## src/rtl/pipeline_ctrl_if.sv

```systemverilog
// Bundles the stall/flush control signals shared between the pipeline
// requesters (master side) and the stall/flush controller (slave side).
interface pipeline_ctrl_if #(
  parameter int STAGES = 6,
  parameter int CNT_W  = 6,
  parameter int PERF_W = 32
);
  localparam int SW = (STAGES > 1) ? $clog2(STAGES) : 1;

  // Requests towards the controller
  logic [STAGES-1:0] stall_req;
  logic              hold_start;
  logic [SW-1:0]     hold_stage;
  logic [CNT_W-1:0]  hold_len;
  logic              flush_req;

  // Controls and status from the controller
  logic [STAGES-1:0] stall;
  logic [STAGES-1:0] flush;
  logic              hold_busy;
  logic              hold_err;
  logic [PERF_W-1:0] stall_cycles;
  logic [PERF_W-1:0] flush_count;

  modport master (
    output stall_req, hold_start, hold_stage, hold_len, flush_req,
    input  stall, flush, hold_busy, hold_err, stall_cycles, flush_count
  );

  modport slave (
    input  stall_req, hold_start, hold_stage, hold_len, flush_req,
    output stall, flush, hold_busy, hold_err, stall_cycles, flush_count
  );
endinterface

```

## src/rtl/pipeline_ctrl.sv

```systemverilog
// Pipeline stall/flush controller. Any stage may request a stall; the
// highest requesting stage and everything upstream of it are frozen. A
// counted hold keeps one stage stalled for a programmed number of cycles,
// an exception flush overrides every stall, and two saturating counters
// record stalled cycles and flush cycles.
module pipeline_ctrl #(
  parameter int STAGES = 6,
  parameter int CNT_W  = 6,
  parameter int PERF_W = 32
) (
  input logic            clk,
  input logic            reset,
  pipeline_ctrl_if.slave bus
);

  localparam int SW = (STAGES > 1) ? $clog2(STAGES) : 1;

  localparam logic [STAGES-1:0] FLUSH_MASK = {1'b0, {(STAGES-1){1'b1}}};
  localparam logic [STAGES-1:0] STG_ZERO   = {STAGES{1'b0}};
  localparam logic [CNT_W-1:0]  CNT_ZERO   = {CNT_W{1'b0}};
  localparam logic [CNT_W-1:0]  CNT_ONE    = {{(CNT_W-1){1'b0}}, 1'b1};
  localparam logic [PERF_W-1:0] PERF_ONE   = {{(PERF_W-1){1'b0}}, 1'b1};
  localparam logic [PERF_W-1:0] PERF_MAX   = {PERF_W{1'b1}};

  typedef enum logic [0:0] {
    IDLE = 1'b0,
    BUSY = 1'b1
  } state_e;

  state_e            state_q, state_d;
  logic [CNT_W-1:0]  cnt_q, cnt_d;
  logic [SW-1:0]     held_q, held_d;
  logic              hold_err_q, hold_err_d;
  logic [PERF_W-1:0] stall_cycles_q, stall_cycles_d;
  logic [PERF_W-1:0] flush_count_q, flush_count_d;

  logic              hold_busy;
  logic              start_req;
  logic [STAGES-1:0] req_vec;
  logic [STAGES-1:0] stall_mask;
  logic [STAGES-1:0] stall_vec;
  logic [STAGES-1:0] flush_vec;
  logic              acc;

  assign hold_busy = (state_q == BUSY);

  // Collect every active requester: level requests, the running hold, and a
  // hold starting this cycle (it stalls in its own start cycle).
  always_comb begin
    start_req = bus.hold_start && (bus.hold_len != CNT_ZERO) && !hold_busy;
    req_vec   = STG_ZERO;
    for (int i = 0; i < STAGES; i++) begin
      req_vec[i] = bus.stall_req[i]
                 | (hold_busy && (held_q == SW'(i)))
                 | (start_req && (bus.hold_stage == SW'(i)));
    end
  end

  // Stall every stage at or below the highest requester: a running OR from
  // the top stage downwards yields exactly the thermometer mask for E.
  always_comb begin
    acc        = 1'b0;
    stall_mask = STG_ZERO;
    for (int k = STAGES - 1; k >= 0; k--) begin
      acc           = acc | req_vec[k];
      stall_mask[k] = acc;
    end
  end

  // Output priority: reset silences everything, then flush beats stall.
  always_comb begin
    stall_vec = STG_ZERO;
    flush_vec = STG_ZERO;
    if (!reset) begin
      stall_vec = STG_ZERO;
      flush_vec = STG_ZERO;
    end else if (bus.flush_req) begin
      stall_vec = STG_ZERO;
      flush_vec = FLUSH_MASK;
    end else begin
      stall_vec = stall_mask;
      flush_vec = STG_ZERO;
    end
  end

  // Hold FSM next state: load on a multi-cycle start, count down while busy,
  // abort on flush, and flag any start that arrives while already busy.
  always_comb begin
    state_d    = state_q;
    cnt_d      = cnt_q;
    held_d     = held_q;
    hold_err_d = hold_err_q;
    case (state_q)
      IDLE: begin
        if (bus.flush_req) begin
          state_d = IDLE;
          cnt_d   = CNT_ZERO;
        end else if (bus.hold_start && (bus.hold_len > CNT_ONE)) begin
          state_d = BUSY;
          cnt_d   = bus.hold_len - CNT_ONE;
          held_d  = bus.hold_stage;
        end else begin
          state_d = IDLE;
        end
      end
      BUSY: begin
        if (bus.hold_start) begin
          hold_err_d = 1'b1;
        end else begin
          hold_err_d = hold_err_q;
        end
        if (bus.flush_req) begin
          state_d = IDLE;
          cnt_d   = CNT_ZERO;
        end else if (cnt_q == CNT_ONE) begin
          state_d = IDLE;
          cnt_d   = CNT_ZERO;
        end else begin
          state_d = BUSY;
          cnt_d   = cnt_q - CNT_ONE;
        end
      end
      default: begin
        state_d = IDLE;
        cnt_d   = CNT_ZERO;
      end
    endcase
  end

  // Hold FSM state register.
  always_ff @(posedge clk or negedge reset) begin
    if (!reset) begin
      state_q    <= IDLE;
      cnt_q      <= CNT_ZERO;
      held_q     <= {SW{1'b0}};
      hold_err_q <= 1'b0;
    end else begin
      state_q    <= state_d;
      cnt_q      <= cnt_d;
      held_q     <= held_d;
      hold_err_q <= hold_err_d;
    end
  end

  // Saturating performance counters: stop at all-ones instead of wrapping.
  always_comb begin
    stall_cycles_d = stall_cycles_q;
    flush_count_d  = flush_count_q;
    if (stall_vec[0] && (stall_cycles_q != PERF_MAX)) begin
      stall_cycles_d = stall_cycles_q + PERF_ONE;
    end else begin
      stall_cycles_d = stall_cycles_q;
    end
    if (bus.flush_req && (flush_count_q != PERF_MAX)) begin
      flush_count_d = flush_count_q + PERF_ONE;
    end else begin
      flush_count_d = flush_count_q;
    end
  end

  // Performance counter registers.
  always_ff @(posedge clk or negedge reset) begin
    if (!reset) begin
      stall_cycles_q <= {PERF_W{1'b0}};
      flush_count_q  <= {PERF_W{1'b0}};
    end else begin
      stall_cycles_q <= stall_cycles_d;
      flush_count_q  <= flush_count_d;
    end
  end

  assign bus.stall        = stall_vec;
  assign bus.flush        = flush_vec;
  assign bus.hold_busy    = hold_busy;
  assign bus.hold_err     = hold_err_q;
  assign bus.stall_cycles = stall_cycles_q;
  assign bus.flush_count  = flush_count_q;

endmodule

```

## src/flat_wrapper.sv

```systemverilog
// flat-port wrapper written by rule: the top's interface ports become plain ports
module pipeline_ctrl_flat 
#(
  parameter int STAGES = 6,
  parameter int CNT_W  = 6,
  parameter int PERF_W = 32
)
  (clk, reset, bus_stall_req, bus_hold_start, bus_hold_stage, bus_hold_len, bus_flush_req, bus_stall, bus_flush, bus_hold_busy, bus_hold_err, bus_stall_cycles, bus_flush_count);
  pipeline_ctrl_if #(.STAGES(STAGES), .CNT_W(CNT_W), .PERF_W(PERF_W)) bus_i ();
  input logic clk;
  input logic reset;
  input wire logic [$bits(bus_i.stall_req)-1:0] bus_stall_req;
  input wire logic [$bits(bus_i.hold_start)-1:0] bus_hold_start;
  input wire logic [$bits(bus_i.hold_stage)-1:0] bus_hold_stage;
  input wire logic [$bits(bus_i.hold_len)-1:0] bus_hold_len;
  input wire logic [$bits(bus_i.flush_req)-1:0] bus_flush_req;
  output wire logic [$bits(bus_i.stall)-1:0] bus_stall;
  output wire logic [$bits(bus_i.flush)-1:0] bus_flush;
  output wire logic [$bits(bus_i.hold_busy)-1:0] bus_hold_busy;
  output wire logic [$bits(bus_i.hold_err)-1:0] bus_hold_err;
  output wire logic [$bits(bus_i.stall_cycles)-1:0] bus_stall_cycles;
  output wire logic [$bits(bus_i.flush_count)-1:0] bus_flush_count;
  assign bus_i.stall_req = bus_stall_req;
  assign bus_i.hold_start = bus_hold_start;
  assign bus_i.hold_stage = bus_hold_stage;
  assign bus_i.hold_len = bus_hold_len;
  assign bus_i.flush_req = bus_flush_req;
  assign bus_stall = bus_i.stall;
  assign bus_flush = bus_i.flush;
  assign bus_hold_busy = bus_i.hold_busy;
  assign bus_hold_err = bus_i.hold_err;
  assign bus_stall_cycles = bus_i.stall_cycles;
  assign bus_flush_count = bus_i.flush_count;
  pipeline_ctrl #(.STAGES(STAGES), .CNT_W(CNT_W), .PERF_W(PERF_W)) u_core (.clk(clk), .reset(reset), .bus(bus_i));
endmodule
```

## config.mk

```make
export PLATFORM = sky130hd
export DESIGN_NAME = pipeline_ctrl_flat
export DESIGN_NICKNAME = d
export VERILOG_FILES = /design/src/rtl/pipeline_ctrl_if.sv /design/src/rtl/pipeline_ctrl.sv /design/src/flat_wrapper.sv
export SDC_FILE = /design/constraint.sdc
export NUM_CORES = 1
export LEC_CHECK = 0
export BUFFER_PORTS_ARGS = -buffer_cell sky130_fd_sc_hd__buf_4
export CORE_MARGIN = 2
export CORE_UTILIZATION = 43
export CTS_CLUSTER_SIZE = 14
export DETAILED_ROUTE_END_ITERATION = 10
export HOLD_SLACK_MARGIN = 0.02
export PLACE_DENSITY = 0.73
export SKIP_LAST_GASP = 1
export SLEW_MARGIN = 20
export SYNTH_ARGS = -nofsm -noshare
export SYNTH_HDL_FRONTEND = slang
export SYNTH_SLANG_ARGS = --single-unit
```

## constraint.sdc

```tcl
create_clock -name clk -period 1.9 [get_ports clk]
set_input_delay 0.38 -clock clk [delete_from_list [all_inputs] [get_ports clk]]
set_output_delay 0.38 -clock clk [all_outputs]
set_load 0.1 [all_outputs]
```

-- Yosys cells after proc, flatten, opt, wreduce, memory -nomap -nowiden
Index checks and enable logic that the tools add are counted.
- logic and storage cells: 81
- bits of input ports: 19
- output and inout port bits: 78
- bits in registers: 75
- bitwise operators: 19
- $lt $le $gt $ge: 1
- multiplexer cells: 14
- add/sub/neg operators: 4
- reduce and logical (&&, ||, !) cells: 23
- equality and inequality tests: 14
- operator list (cell ; count):
    $add 32x1->32 const B ; 2
    $ne 32x32->1 const B ; 2
    $mux 6 ; 7
    $logic_and 1x1->1 ; 17
    $or 1x1->1 ; 17
    $eq 3x2->1 const B ; 4
    $eq 3x3->1 const B ; 4
    $pmux 6 s2 ; 1
    $sub 6x1->6 const B ; 2
    $eq 3x1->1 const B ; 2
    $eq 6x1->1 const B ; 1
    $gt 6x1->1 const B ; 1
    $logic_not 3->1 ; 2
    $reduce_bool 6->1 ; 1
    $mux 5 ; 1
    $mux 1 ; 4
    $ne 3x2->1 const B ; 1
    $reduce_and 3->1 ; 1
    $not 1->1 ; 2
    $pmux 1 s2 ; 1
    $reduce_and 2->1 ; 1
    $logic_not 1->1 ; 1

-- Logic depth before layout (Yosys ltp)
- word-level depth: 13
- mapped depth: 10
- gate-level depth less buffers: 8

-- Worst setup path before layout
OpenSTA, ideal clock, no wires.
- path type: register to output
- start point: register u_core.state_q (netlist: u_core.bus.hold_busy)
- end point: output port bus_stall[1]
- slack: -1.588 ns
- arrival: 3.108 ns
- cell stages (with the launch flop): 5
- buffers on the path: 1
- required time: 1.520 ns
- path through: dfrtp_1 > clkbuf_1 > nor2b_1 > nand3_1 > a31oi_1
- word-level cells in the longest chain between the ends: 10
- elaborated cells on any way between the ends: 28
- those cells by class: 2 x mux; 14 x bitwise; 12 x reduce/logical
- RTL lines (element ; line ; RTL):
    start: declaration ; pipeline_ctrl.sv:30 ; state_e state_q, state_d;
    start signal: assignment ; pipeline_ctrl.sv:138 ; state_q <= state_d;
    $logic_not 1->1 ; pipeline_ctrl.sv:50 ; start_req = bus.hold_start && (bus.hold_len != CNT_ZERO) && !hold_busy;
    $logic_and 1x1->1 ; pipeline_ctrl.sv:50 ;
    $logic_and 1x1->1 ; pipeline_ctrl.sv:55 ; | (start_req && (bus.hold_stage == SW'(i)));
    $or 1x1->1 ; pipeline_ctrl.sv:55 ;
    $or 1x1->1 (3 in series) ; pipeline_ctrl.sv:65 ; acc = acc | req_vec[k];
    $or 1x1->1 * ; pipeline_ctrl.sv:65 ;
    $mux 6 * ; pipeline_ctrl.sv:77 ; end else if (bus.flush_req) begin
    $mux 6 * ; pipeline_ctrl.sv:74 ; if (!reset) begin
    end: declaration ; flat_wrapper.sv:17 ; output wire logic [$bits(bus_i.stall)-1:0] bus_stall;
Every way passes the cells marked *; elsewhere a longest branch is shown, timed or not.

-- Final worst setup path
- start point: register u_core.state_q (netlist: u_core.bus.hold_busy)
- end point: output port bus_stall[3]
- word-level cells in the longest chain between the ends: 8
- elaborated cells on any way between the ends: 18
- those cells by class: 2 x mux; 8 x bitwise; 8 x reduce/logical
- RTL lines (element ; line):
    $logic_not 1->1 ; pipeline_ctrl.sv:50
    $logic_and 1x1->1 ; pipeline_ctrl.sv:50
    $logic_and 1x1->1 ; pipeline_ctrl.sv:55
    $or 1x1->1 ; pipeline_ctrl.sv:55
    $or 1x1->1 ; pipeline_ctrl.sv:65
    $or 1x1->1 * ; pipeline_ctrl.sv:65
    $mux 6 * ; pipeline_ctrl.sv:77
    $mux 6 * ; pipeline_ctrl.sv:74
Marks and branches as above.

==> run metrics <==
Inserted Clock Buffers=9; hold_buf cts=0; GR Overflow Total=0; pre-CTS setup slack=-0.415 ns; WHS Endpoint=u_core.held_q[0]; H-tree Lvls=3; GPL Wtd Cong=0.901; Arrival @ worst endpoint=1.76 ns; DR WL/cell=15.4 um; min cycle time layout=2.14 ns; r2r setup slk=-0.21 ns; io pins=97; YS warnings=0; number of fill cells in the layout=689; largest cells by area after synthesis=dfrtp_1 47%, xnor2_1 12%, nand3_1 3.9%; Startpoint Class=flip-flop; dominant cell by count in the synthesized netlist=dfrtp_1; Max FO, Critical Path=2; Seq. cell area=0.00197 mm2; vias in the first global route=3394; status=complete, but fails checks; Seq cells post-synth=75; initial antenna violation count=0; fin. max-slew vios=0; Worst Hold Class=input port to flip-flop; r2r endpoint=u_core.bus.stall_cycles[12]; Placed Cells=645; R2R cell count=8; CP Class=flip-flop to primary output; Non-Filler Instances=676; syn_area_per_cell=10.4 um2; Multi-input gate area=0.00237 mm2; Slew HR=36.6%; Die H=100 um; Core Area=0.00911 mm2; Post-Syn Nets=407; Root Buffer=clkbuf_8; max-cap violations=0; ANT cells=0; post-DR vias/cell=5.26; Hold Vio Cnt, Final=0; Post-DRT Antenna Nets=0; Detailed Routing Iterations Pass 1=6; largest net degree at the start of global routing=76; largest area contributor in the netlist=dfrtp_1; drt initial violations=132; final net count=585; violated checks=negative setup slack; gr usage total=19.8%; Die ar.=0.0101 mm2; RSZ-0062 raised after global routing=yes; Starting Density=43.8%; Async SR Flop Fraction=100%; area grow syn2layout=56.0%; Top FF cell, synth=dfrtp_1; port bufs=95; Max Fclk=467 MHz; via count=3555; skew final=0.0129 ns; # setup viols final=38; Hold Crit Start=bus_hold_stage[0]; Mapped Cells=382; share of layout cells above drive strength 1=54.7%; clk slew on worst S/H paths=0.07 ns; Critical Path End Type=primary output; hold depth=2; Die X=100 um; Yosys cell types=50; DP HPWL=7220 um; Pleak=2.81 nW; Post-synth top cells=75 x dfrtp_1, 55 x xnor2_1, 31 x nand3_1; origin of the critical flop-to-flop path=u_core.bus.hold_busy; EDFF count, synth=0; Final WS setup=-0.240 ns; share of the synthesized area in the top cell type=47.1%; Power Density=919 mW/mm2; maximum vdd drop=1.37 mV; DRC=0; Slew @ Worst Pin=0.951 ns; CTS tree=yes; Post-Route WL=10400 um; post-synthesis sequential area ratio=47.1%; cell row count=35; clk_lat worst skew=0.35 ns; clk sink count=75; deepest clock path buffer count=2; CP Data Required Time=1.52 ns; Tcrit/Tclk final=113%; Cell Area, Synth=0.00399 mm2; first-pass GRT wire length=16000 um
## placed cells by master (no fill, tap or decap), types with 5 or more instances in the layout
cell type    n
buf_4      159
xnor2_1     49
dfrtp_1     39
nand4_1     24
nand2_1     19
dfrtp_2     18
dfrtp_4     18
nor2_1      17
nand3_2     15
nand3_1     15
and3_1      15
buf_6       12
o21ai_0     11
clkbuf_8    10
inv_1        7
xor2_1       7
buf_12       7
nand2_2      6
xnor2_2      6
ha_1         6
a21oi_1      5
and2_1       5
nand3_4      5
## cells by family after synthesis
| group | synth area share [%] |
|---|---|
| simple gates | 24.3 |
| flops | 47.1 |
| xor+xnor | 14.2 |
| compound gates | 6.62 |
| buf+inv | 3.58 |
| mux | 2.26 |
| fa+ha+maj | 1.88 |
| other cells | 0.0940 |
## sequential cells by signal (all words and copies together), names as in the netlist
name and cells:
u_core.bus.flush_count 32, u_core.bus.hold_busy 1, u_core.bus.hold_err 1, u_core.bus.stall_cycles 32, u_core.cnt_q 6, u_core.held_q 3
## critical path: stages (launching register included)
cell and delay, ns:
dfrtp_4 0.48, nand2b_4 0.15, buf_6 0.12, or3_4 0.34, a21oi_4 0.16, buf_12 0.19
## layout make-up
| type | count | share of cell area (%) |
|---|---|---|
| Clock buffer | 11 | 2.27 |
| Clock inverter | 5 | 1.25 |
| Inverter | 8 | 0.483 |
| Multi-Input combinational cell | 287 | 38.1 |
| Sequential cell | 75 | 31.6 |
| Tap cell | 111 | 2.23 |
| Timing Repair Buffer | 179 | 24.0 |
## routing by layer
layer  vias up  routed length, um  global-route usage (%)
met5         -                  0                       0
met3        13                368                    3.41
met2        81               5320                    33.0
li1       1703                  -                       -
met4         0                166                    6.01
met1      1758               4560                    26.5
## worst max path at each step
stage                             endpoint  slack (ns)                 start
2_1_floorplan  u_core.bus.stall_cycles[18]       -0.94  u_core.bus.hold_busy
3_5_place_dp   u_core.bus.stall_cycles[12]       -0.42      bus_stall_req[5]
3_3_place_gp                  bus_stall[1]       -0.35      bus_stall_req[5]
4_1_cts                       bus_stall[0]       -0.28  u_core.bus.hold_busy
6_report                      bus_stall[3]       -0.24  u_core.bus.hold_busy
5_1_grt                       bus_stall[5]       -0.31  u_core.bus.hold_busy
## power breakdown
group / switching, W / internal, W
Clock: 0.000578 / 0.000772
Sequential: 0.000221 / 0.00181
Combinational: 0.00163 / 0.000707
Total: 0.00243 / 0.00329
## stage by stage
step | total power (W) | setup TNS, ns | area [um2] | utilization, % | hold slack [ns]
finish | 0.00572 | -5.70 | 6220 | 68.3 | 0.305
global route | 0.00597 | -8.99 | 6220 | 68.3 | 0.297
CTS | 0.00561 | -6.02 | 5820 | 63.9 | 0.286
detailed placement | 0.00420 | -12.38 | 5450 | 59.8 | 0.471
global placement | 0.00415 | -10.60 | 5450 | 59.8 | 0.477
floorplan | 0.00363 | -30.94 | 4180 | - | 0.0844
## what timing repair did
item                       4_1_cts  5_1_grt
pin swaps                        7       52
resized for setup               25       70
gates cloned                     1        1
buffers inserted                 5        8
setup endpoints to repair       31       57
Power figures use the tool's default switching activity.
